**src/rtl/sdspi_ctrl_pkg.sv**
```systemverilog
// rtl/sdspi_ctrl_pkg.sv - shared types and constants for the SD SPI-mode command controller
package sdspi_ctrl_pkg;

    typedef enum logic [2:0] {
        S_IDLE,
        S_CONF,
        S_CS_SETUP,
        S_ISSUE,
        S_WAIT_HI,
        S_WAIT_LO,
        S_DONE
    } state_t;

    typedef enum logic [1:0] {
        PH_CMD,
        PH_POLL,
        PH_TAIL
    } phase_t;

    localparam int         CMD_FRAME_BYTES = 6;
    localparam logic [7:0] SPI_FILL        = 8'hFF;
    localparam logic [1:0] CMD_START_BITS  = 2'b01;
    localparam logic       CMD_END_BIT     = 1'b1;

endpackage

```
**src/rtl/sdspi_byte_xfer.sv**
```systemverilog
// rtl/sdspi_byte_xfer.sv - one byte handshake with the SPI master (strobe, busy high, busy low)
module sdspi_byte_xfer
    import sdspi_ctrl_pkg::*;
(
    input  logic       clk,
    input  logic       rst,
    input  logic       start,
    input  logic [7:0] tx_byte,
    input  logic       load,
    input  logic [7:0] load_byte,
    output logic       done,
    output logic [7:0] rx_byte,
    input  logic       spi_busy,
    input  logic [7:0] spi_data_out,
    output logic [7:0] spi_data_in,
    output logic       spi_w_data
);

    state_t state;

    always_ff @(posedge clk) begin
        if (rst) begin
            state       <= S_IDLE;
            done        <= 1'b0;
            rx_byte     <= SPI_FILL;
            spi_data_in <= SPI_FILL;
            spi_w_data  <= 1'b0;
        end else begin
            done       <= 1'b0;
            spi_w_data <= 1'b0;
            case (state)
                S_ISSUE: state <= S_WAIT_HI;
                S_WAIT_HI: begin
                    if (spi_busy) state <= S_WAIT_LO;
                end
                // The master's received byte is only final once busy drops.
                S_WAIT_LO: begin
                    if (!spi_busy) begin
                        rx_byte <= spi_data_out;
                        done    <= 1'b1;
                        state   <= S_IDLE;
                    end
                end
                default: begin
                    if (start) begin
                        spi_data_in <= tx_byte;
                        spi_w_data  <= 1'b1;
                        state       <= S_ISSUE;
                    end else if (load) begin
                        spi_data_in <= load_byte;
                    end
                end
            endcase
        end
    end

endmodule

```
**src/rtl/sdspi_cmd_ctrl.sv**
```systemverilog
// rtl/sdspi_cmd_ctrl.sv - issues one SD SPI-mode command frame and collects the R1 response
module sdspi_cmd_ctrl
    import sdspi_ctrl_pkg::*;
#(
    parameter int RESP_POLL_MAX = 8,
    parameter int TAIL_BYTES    = 1
) (
    input  logic        clk,
    input  logic        rst,
    input  logic        cfg_we,
    input  logic [7:0]  cfg_div,
    input  logic        cmd_start,
    input  logic [5:0]  cmd_index,
    input  logic [31:0] cmd_arg,
    input  logic [6:0]  cmd_crc,
    output logic        cmd_ready,
    output logic        resp_valid,
    output logic [7:0]  resp_r1,
    output logic        resp_timeout,
    output logic [7:0]  spi_data_in,
    input  logic [7:0]  spi_data_out,
    output logic        spi_w_data,
    output logic        spi_w_conf,
    output logic        spi_ss,
    input  logic        spi_busy
);

    state_t      state;
    phase_t      phase;
    logic [2:0]  byte_cnt;
    logic [7:0]  poll_cnt;
    logic [5:0]  index_q;
    logic [31:0] arg_q;
    logic [6:0]  crc_q;
    logic [7:0]  r1_q;
    logic        timeout_q;
    logic        xfer_start;
    logic        xfer_done;
    logic        xfer_load;
    logic [7:0]  xfer_tx;
    logic [7:0]  xfer_rx;
    logic [7:0]  xfer_load_byte;
    logic        poll_end;
    logic [7:0]  poll_r1;

    // The byte port doubles as the divider bus during CONF, then returns to the fill pattern.
    assign xfer_load      = ((state == S_IDLE) && cfg_we) || (state == S_CONF);
    assign xfer_load_byte = (state == S_CONF) ? SPI_FILL : cfg_div;
    assign poll_end       = !xfer_rx[7] || (poll_cnt == 8'(RESP_POLL_MAX));
    assign poll_r1        = xfer_rx[7] ? SPI_FILL : xfer_rx;

    always_comb begin
        xfer_tx = SPI_FILL;
        if (phase == PH_CMD) begin
            case (byte_cnt)
                3'd0:    xfer_tx = {CMD_START_BITS, index_q};
                3'd1:    xfer_tx = arg_q[31:24];
                3'd2:    xfer_tx = arg_q[23:16];
                3'd3:    xfer_tx = arg_q[15:8];
                3'd4:    xfer_tx = arg_q[7:0];
                3'd5:    xfer_tx = {crc_q, CMD_END_BIT};
                default: xfer_tx = SPI_FILL;
            endcase
        end
    end

    sdspi_byte_xfer u_xfer (
        .clk          (clk),
        .rst          (rst),
        .start        (xfer_start),
        .tx_byte      (xfer_tx),
        .load         (xfer_load),
        .load_byte    (xfer_load_byte),
        .done         (xfer_done),
        .rx_byte      (xfer_rx),
        .spi_busy     (spi_busy),
        .spi_data_out (spi_data_out),
        .spi_data_in  (spi_data_in),
        .spi_w_data   (spi_w_data)
    );

    always_ff @(posedge clk) begin
        if (rst) begin
            state        <= S_IDLE;
            phase        <= PH_CMD;
            byte_cnt     <= 3'd0;
            poll_cnt     <= 8'd0;
            index_q      <= 6'd0;
            arg_q        <= 32'd0;
            crc_q        <= 7'd0;
            r1_q         <= SPI_FILL;
            timeout_q    <= 1'b0;
            xfer_start   <= 1'b0;
            cmd_ready    <= 1'b1;
            resp_valid   <= 1'b0;
            resp_r1      <= SPI_FILL;
            resp_timeout <= 1'b0;
            spi_w_conf   <= 1'b0;
            spi_ss       <= 1'b1;
        end else begin
            xfer_start <= 1'b0;
            resp_valid <= 1'b0;
            spi_w_conf <= 1'b0;
            case (state)
                S_IDLE: begin
                    if (cfg_we) begin
                        spi_w_conf <= 1'b1;
                        cmd_ready  <= 1'b0;
                        state      <= S_CONF;
                    end else if (cmd_start) begin
                        index_q    <= cmd_index;
                        arg_q      <= cmd_arg;
                        crc_q      <= cmd_crc;
                        byte_cnt   <= 3'd0;
                        poll_cnt   <= 8'd0;
                        phase      <= PH_CMD;
                        cmd_ready  <= 1'b0;
                        spi_ss     <= 1'b0;
                        xfer_start <= 1'b1;
                        state      <= S_CS_SETUP;
                    end
                end
                S_CONF: begin
                    cmd_ready <= 1'b1;
                    state     <= S_IDLE;
                end
                S_CS_SETUP: state <= S_ISSUE;
                S_ISSUE: begin
                    if (xfer_done) begin
                        case (phase)
                            PH_CMD: begin
                                xfer_start <= 1'b1;
                                if (byte_cnt == 3'(CMD_FRAME_BYTES - 1)) begin
                                    phase    <= PH_POLL;
                                    poll_cnt <= 8'd1;
                                end else begin
                                    byte_cnt <= byte_cnt + 3'd1;
                                end
                            end
                            PH_POLL: begin
                                if (poll_end) begin
                                    r1_q      <= poll_r1;
                                    timeout_q <= xfer_rx[7];
                                    if (TAIL_BYTES == 0) begin
                                        resp_valid   <= 1'b1;
                                        resp_r1      <= poll_r1;
                                        resp_timeout <= xfer_rx[7];
                                        spi_ss       <= 1'b1;
                                        state        <= S_DONE;
                                    end else begin
                                        phase      <= PH_TAIL;
                                        byte_cnt   <= 3'd0;
                                        xfer_start <= 1'b1;
                                    end
                                end else begin
                                    poll_cnt   <= poll_cnt + 8'd1;
                                    xfer_start <= 1'b1;
                                end
                            end
                            default: begin
                                if (byte_cnt == 3'(TAIL_BYTES - 1)) begin
                                    resp_valid   <= 1'b1;
                                    resp_r1      <= r1_q;
                                    resp_timeout <= timeout_q;
                                    spi_ss       <= 1'b1;
                                    state        <= S_DONE;
                                end else begin
                                    byte_cnt   <= byte_cnt + 3'd1;
                                    xfer_start <= 1'b1;
                                end
                            end
                        endcase
                    end
                end
                S_DONE: begin
                    cmd_ready <= 1'b1;
                    state     <= S_IDLE;
                end
                default: state <= S_IDLE;
            endcase
        end
    end

endmodule

```
**config.mk**
```make
export PLATFORM = sky130hd
export DESIGN_NAME = sdspi_cmd_ctrl
export DESIGN_NICKNAME = d
export VERILOG_FILES = /design/src/rtl/sdspi_ctrl_pkg.sv /design/src/rtl/sdspi_byte_xfer.sv /design/src/rtl/sdspi_cmd_ctrl.sv
export SDC_FILE = /design/constraint.sdc
export NUM_CORES = 1
export LEC_CHECK = 0
export CORE_MARGIN = 5
export CORE_UTILIZATION = 53
export DETAILED_ROUTE_END_ITERATION = 7
export PLACE_DENSITY_LB_ADDON = 0.08
export SLEW_MARGIN = 30
export SYNTH_ARGS = -nofsm -noshare
export SYNTH_HDL_FRONTEND = slang
export SYNTH_HIERARCHICAL = 1
export SYNTH_SLANG_ARGS = --single-unit
export TNS_END_PERCENT = 10
```
**constraint.sdc**
```tcl
create_clock -name clk -period 2.5 [get_ports clk]
set_input_delay 0.25 -clock clk [delete_from_list [all_inputs] [get_ports clk]]
set_output_delay 0.25 -clock clk [all_outputs]
set_load 0.1 [all_outputs]
```
==> results of run 1 <==
[through the flow]
step           instances  hold slack, ns  total power, uW  worst slack (ns)  util (%)
5_1_grt              750           0.393             3510             0.129      64.2
4_1_cts              750           0.388             3390             0.356      64.2
3_5_place_dp         734           0.447             2390             0.353      62.1
3_3_place_gp         734           0.443             2390             0.471      62.1
2_1_floorplan        571           0.386             2210             0.531         -
6_report             750           0.379             3380             0.333      64.2
[layout by cell type (no fill, tap or decap), drive strengths merged, types with 11 or more instances in the layout]
cell type,count
a21oi,75
buf,33
clkdlybuf4s50,64
dfxtp,105
inv,11
mux2i,20
nand2,115
nor2,35
nor2b,11
nor3,21
o21ai,18
[power by group through the flow]
stage	Clock (uW)	Combinational, uW	Sequential (uW)
3_5_place_dp	0	572	1820
4_1_cts	1030	574	1780
3_3_place_gp	0	566	1820
2_1_floorplan	0	273	1930
5_1_grt	1100	614	1790
6_report	1020	572	1780
[worst min-delay path by stage]
| stage | depth (start not counted) | slack [ns] | start | end |
|---|---|---|---|---|
| after floorplan | 2 | 0.39 | cmd_arg[1] | arg_q[1] |
| final | 3 | 0.38 | rst | poll_cnt[2] |
| after global placement | 2 | 0.44 | arg_q[20] | arg_q[20] |
| after detailed placement | 2 | 0.45 | crc_q[6] | crc_q[6] |
| after global routing | 3 | 0.39 | cmd_arg[17] | arg_q[17] |
| after CTS | 3 | 0.39 | rst | poll_cnt[2] |
[worst reg2reg max path, stage by stage (launching register included)]
cell and delay (ns):
dfxtp_1 0.36, inv_1 0.11, ha_1 0.58, o41a_1 0.43
o211ai_1 0.20, a211oi_1 0.27, mux2i_1 0.10
[metal layers]
layer	GRT usage, %	wire length, microns	vias to the layer above	part of all wire (%)
met5	0	0	-	0
met4	5.55	171	0	1.5
li1	-	-	2137	-
met1	27.8	5380	1984	46
met3	5.10	609	17	5.2
met2	34.3	5620	115	48
[cell families after synthesis]
kind of cell	synth area share, %
flip-flops	43.0
multiplexers	4.79
AO/OA/AOI/OAI	21.4
adder cells (fa/ha/maj)	1.79
buffers and inverters	6.07
AND/OR/NAND/NOR	22.9
[state kept, by name (all words and copies together), names as in the netlist, 2 cells and up]
signal              count
u_xfer/state            3
poll_cnt                8
state                   3
index_q                 6
arg_q                  32
r1_q                    8
u_xfer/rx_byte          8
resp_r1                 8
u_xfer/spi_data_in      8
phase                   2
crc_q                   7
byte_cnt                3
[final cells by class]
type                            instances  share of cell area (%)
Clock buffer                           10                    2.18
Clock inverter                          6                    1.07
Inverter                                9                   0.577
Multi-Input combinational cell        412                    42.5
Sequential cell                       105                    35.9
Tap cell                              111                    2.37
Timing Repair Buffer                   97                    15.4
==> flow_summary.toml, run 1 <==
[clock_network]
clock-sinks = 105
cts_tree = "built"
clockBufferDepth = 2
cts.clk_slew.worst_paths_ns = 0.11
cts_buffers = 9
cts_hold_buf = 0
htreeDepth = 3
cts_resized = 0
clock_latency_ns = 0.38
post_cts_buffers = 0
root_buffer = "clkbuf_8"

[synth]
yosys-top-cells-count = "nand2_1 (114), dfxtp_1 (105), a21oi_1 (74)"
synth_area_leaders = "dfxtp_1 (43%), nand2_1 (8.8%), a21oi_1 (7.6%)"
synth_ff_type = "dfxtp_1"
synth_top_area_share_pct = 43.0
syn_inst = 571
synthArstFlopShare_pct = 0
synth.avg_cell_area_sq_um = 8.56
synth_cell_types = 70
yosysWarnings = 6
synth_edf_count = 0
seq_area_frac_synth_pct = 43.0
synth-seq-cells = 105
syn_nets = 644
syn-cell-area_sq_mm = 0.00489
synth_most_common_cell = "nand2_1"
synth.largest_area_cell = "dfxtp_1"

[worst_setup_path]
path_depth = 6
crit_end = "u_xfer/spi_data_in[2]"
slowest_stage = "ha_1"
end_kind = "flip-flop"
critical-path-max-stage-delay_ns = 0.58
r2r_start = "byte_cnt[0]"
criticalPathCategory = "reg2reg"
cp_num_buf_inv = 1
cp-start-kind = "flip-flop"
worstPathArrival_ns = 2.43
cp-startpoint = "byte_cnt[0]"
crit_fanout = 17
required_ns = 2.76
r2r_end = "u_xfer/spi_data_in[2]"
ff2ff_setup_slack_ns = 0.33
ff2ff_path_depth = 6
cp_top_family = "compound AO/OA/AOI/OAI gates"
path_cells = "inv_1, ha_1, o41a_1, o211ai_1, a211oi_1, mux2i_1"

[layout]
n_fill_cell = 823
syn_to_final_growth_pct = 19.7
layout.area.seq_sq_mm = 0.00210
insertedDiodeCount = 0
fin_nets = 707
drive_gt1_share_pct = 12.7
stdcell_area_sq_mm = 0.00585
multi_input_area_sq_mm = 0.00249

[floorplan]
initial_utilization_pct = 53.6
die_w_microns = 106
num_rows = 35
die_height_microns = 106
die_area_sq_mm = 0.0112
core_area_sq_mm = 0.00911
ios = 88

[pwr]
peakVddDrop_mv = 0.256
internal-power_uw = 2350
clockPowerShare_pct = 30.3
seq_power_share_pct = 52.8
p_comb_share_pct = 16.9
power_switching_uw = 1030
p_leak_uw = 0.00209
swShare_pct = 30.4
power_density_mw_per_mm2 = 578

[sta]
rsz0062_at_grt = "no"
min_period_over_period_pct = 86.7
timing.setup.tns_ns = 0
skew_ns = 0.0172
finalCriticalPeriod_ns = 2.17
fmax_ghz = 0.461
slew_violations = 0
hold_viol = 0
setup-violations-final = 0
tightest_slew_ns = 0.745
max_slew_margin_pct = 50.2

[grt]
grt_max_degree = 98
grt_usage_pct = 21.0
grt_pass1_vias = 4050
grt_pass1_wl_microns = 19400
antenna_found_initial = 0
grt_overflow = 0

[detailed_routing]
drc = 0
wl_per_cell_microns = 15.7
wirelength_microns = 11800
drt_iter0_drc = 275
viasPerCell = 5.67
first_pass_iters = 5
ant_nets = 0
via_count = 4253

[placed_design]
placed_cell_area_sq_mm = 0.00566
io_buffers = 87
gp_congestion = 0.833
hpwl_microns = 8330

[run]
drv_cap = 0

[worst_hold_path]
hp-class = "in2reg"

[status]
status = "finished clean"
Power figures use the tool's default switching activity.
==> inputs of run 2 (changes only) <==
==> constraint.sdc (replaced) <==
create_clock -name clk -period 2.5 [get_ports clk]
set_input_delay 0.5 -clock clk [delete_from_list [all_inputs] [get_ports clk]]
set_output_delay 0.5 -clock clk [all_outputs]
set_load 0.1 [all_outputs]
==> flow_summary.toml, run 2 (same netlist as run 1, synthesis figures left out) <==
[layout]
utilization_pct = 64.6
final_common_cell = "nand2_1"
fin_nets = 711
max_flop_register = "arg_q"
largest_register_ffs = 32
insertedDiodeCount = 0
syn_to_final_growth_pct = 20.5
final_cell_mix = "nand2_1 (114), dfxtp_1 (105), a21oi_1 (74)"
drive_gt1_share_pct = 13.4
n_fill_cell = 846
final_cells = 754

[worst_hold_path]
hp-class = "reg2reg"
min_to = "crc_q[6]"
hold_path_depth = 2
worst_hold_startpoint = "crc_q[6]"

[sta]
hold_slack_ns = 0.459
setup-violations-final = 0
timing.setup.tns_ns = 0
max_slew_margin_pct = 50.8
slew_violations = 0
tightest_slew_ns = 0.738
hold_viol = 0
finalCriticalPeriod_ns = 2.13
skew_ns = 0.0126
fmax_ghz = 0.469
min_period_over_period_pct = 85.3
rsz0062_at_grt = "no"

[detailed_routing]
drt_iter0_drc = 356
via_count = 4290
first_pass_iters = 5
drc = 0
wirelength_microns = 12000
viasPerCell = 5.69
ant_nets = 0
wl_per_cell_microns = 15.8

[placed_design]
gp_congestion = 0.811
dp_cells = 738
io_buffers = 87
hpwl_microns = 8410

[pwr]
power_density_mw_per_mm2 = 574
total_power_uw = 3380
p_leak_uw = 0.00212
peakVddDrop_mv = 0.278

[grt]
antenna_found_initial = 0
grt_usage_pct = 21.3
grt_overflow = 0
grt_pass1_vias = 4076
grt_max_degree = 54
gr-usage-met3_pct = 4.61
grtUsageMet2_pct = 34.6
grt_busiest_layer = "met2"
grt_pass1_wl_microns = 19700
use_met1_pct = 28.7

[worst_setup_path]
ff2ff_path_depth = 9
crit_fanout = 11
criticalPathCategory = "reg2reg"
r2r_start = "byte_cnt[0]"
ff2ff_setup_slack_ns = 0.37
cp-start-kind = "flip-flop"
required_ns = 2.76
worstPathArrival_ns = 2.39
r2r_end = "u_xfer/spi_data_in[0]"
end_kind = "flip-flop"

[floorplan]
die_w_microns = 106
ios = 88
die_height_microns = 106
die_area_sq_mm = 0.0112
num_rows = 35
initial_utilization_pct = 53.6
core_area_sq_mm = 0.00911

[clock_network]
htreeDepth = 3
clockBufferDepth = 2
root_buffer = "clkbuf_8"
post_cts_buffers = 0
clock-sinks = 105
cts.clk_slew.worst_paths_ns = 0.11
cts_buffers = 9
cts_hold_buf = 0
cts_resized = 0
cts_tree = "built"
clock_latency_ns = 0.38

[run]
drv_cap = 0

[status]
status = "finished clean"
run 2: power breakdown:
group	switching (uW)	leakage [uW]	internal, uW
logic	344	0.00117	237
registers	48.3	0.000854	1730
clock network	633	0.0000940	384
total	1030	0.00212	2350
run 2: how the worst max path moves through the flow:
| stage | startpoint | end | slack, ns | cells after the start |
|---|---|---|---|---|
| 2_1_floorplan | byte_cnt[2] | u_xfer/spi_data_in[2] | 0.53 | 8 |
| 3_3_place_gp | cfg_we | poll_cnt[2] | 0.22 | 5 |
| 3_5_place_dp | cfg_we | poll_cnt[6] | 0.23 | 5 |
| 4_1_cts | byte_cnt[0] | u_xfer/spi_data_in[0] | 0.38 | 9 |
| 5_1_grt | byte_cnt[0] | u_xfer/spi_data_in[0] | 0.20 | 9 |
| 6_report | byte_cnt[0] | u_xfer/spi_data_in[0] | 0.37 | 9 |
run 2: per-layer routing:
layer	vias up	routed length, microns
li1	2148	-
met1	2030	5530
met2	98	5730
met3	14	535
met4	0	153
met5	-	0
run 2: stage by stage:
stage / instance area, sq um / worst slack, ns
final: 5890 / 0.368
after detailed placement: 5700 / 0.225
after CTS: 5890 / 0.381
after floorplan: 4890 / 0.531
after global placement: 5700 / 0.221
after global routing: 5890 / 0.200
run 2: cell type report:
class,count,area [sq um],share of cell area (%)
multi-input cells,412,2490,42.2
flip-flops and latches,105,2100,35.7
clock buffers,9,124,2.10
well taps,111,139,2.36
inverters,9,33.8,0.574
repair buffers,101,941,16.0
clock inverters,7,61.3,1.04
run 2: critical path, stage by stage, from the launching register on:
cell and delay [ns]:
dfxtp_1 0.42, inv_1 0.11, ha_1 0.36, buf_4 0.23, a22oi_1 0.18, nor2_1 0.06
a31oi_1 0.14, nand4_1 0.15, a211oi_1 0.27, mux2i_1 0.10
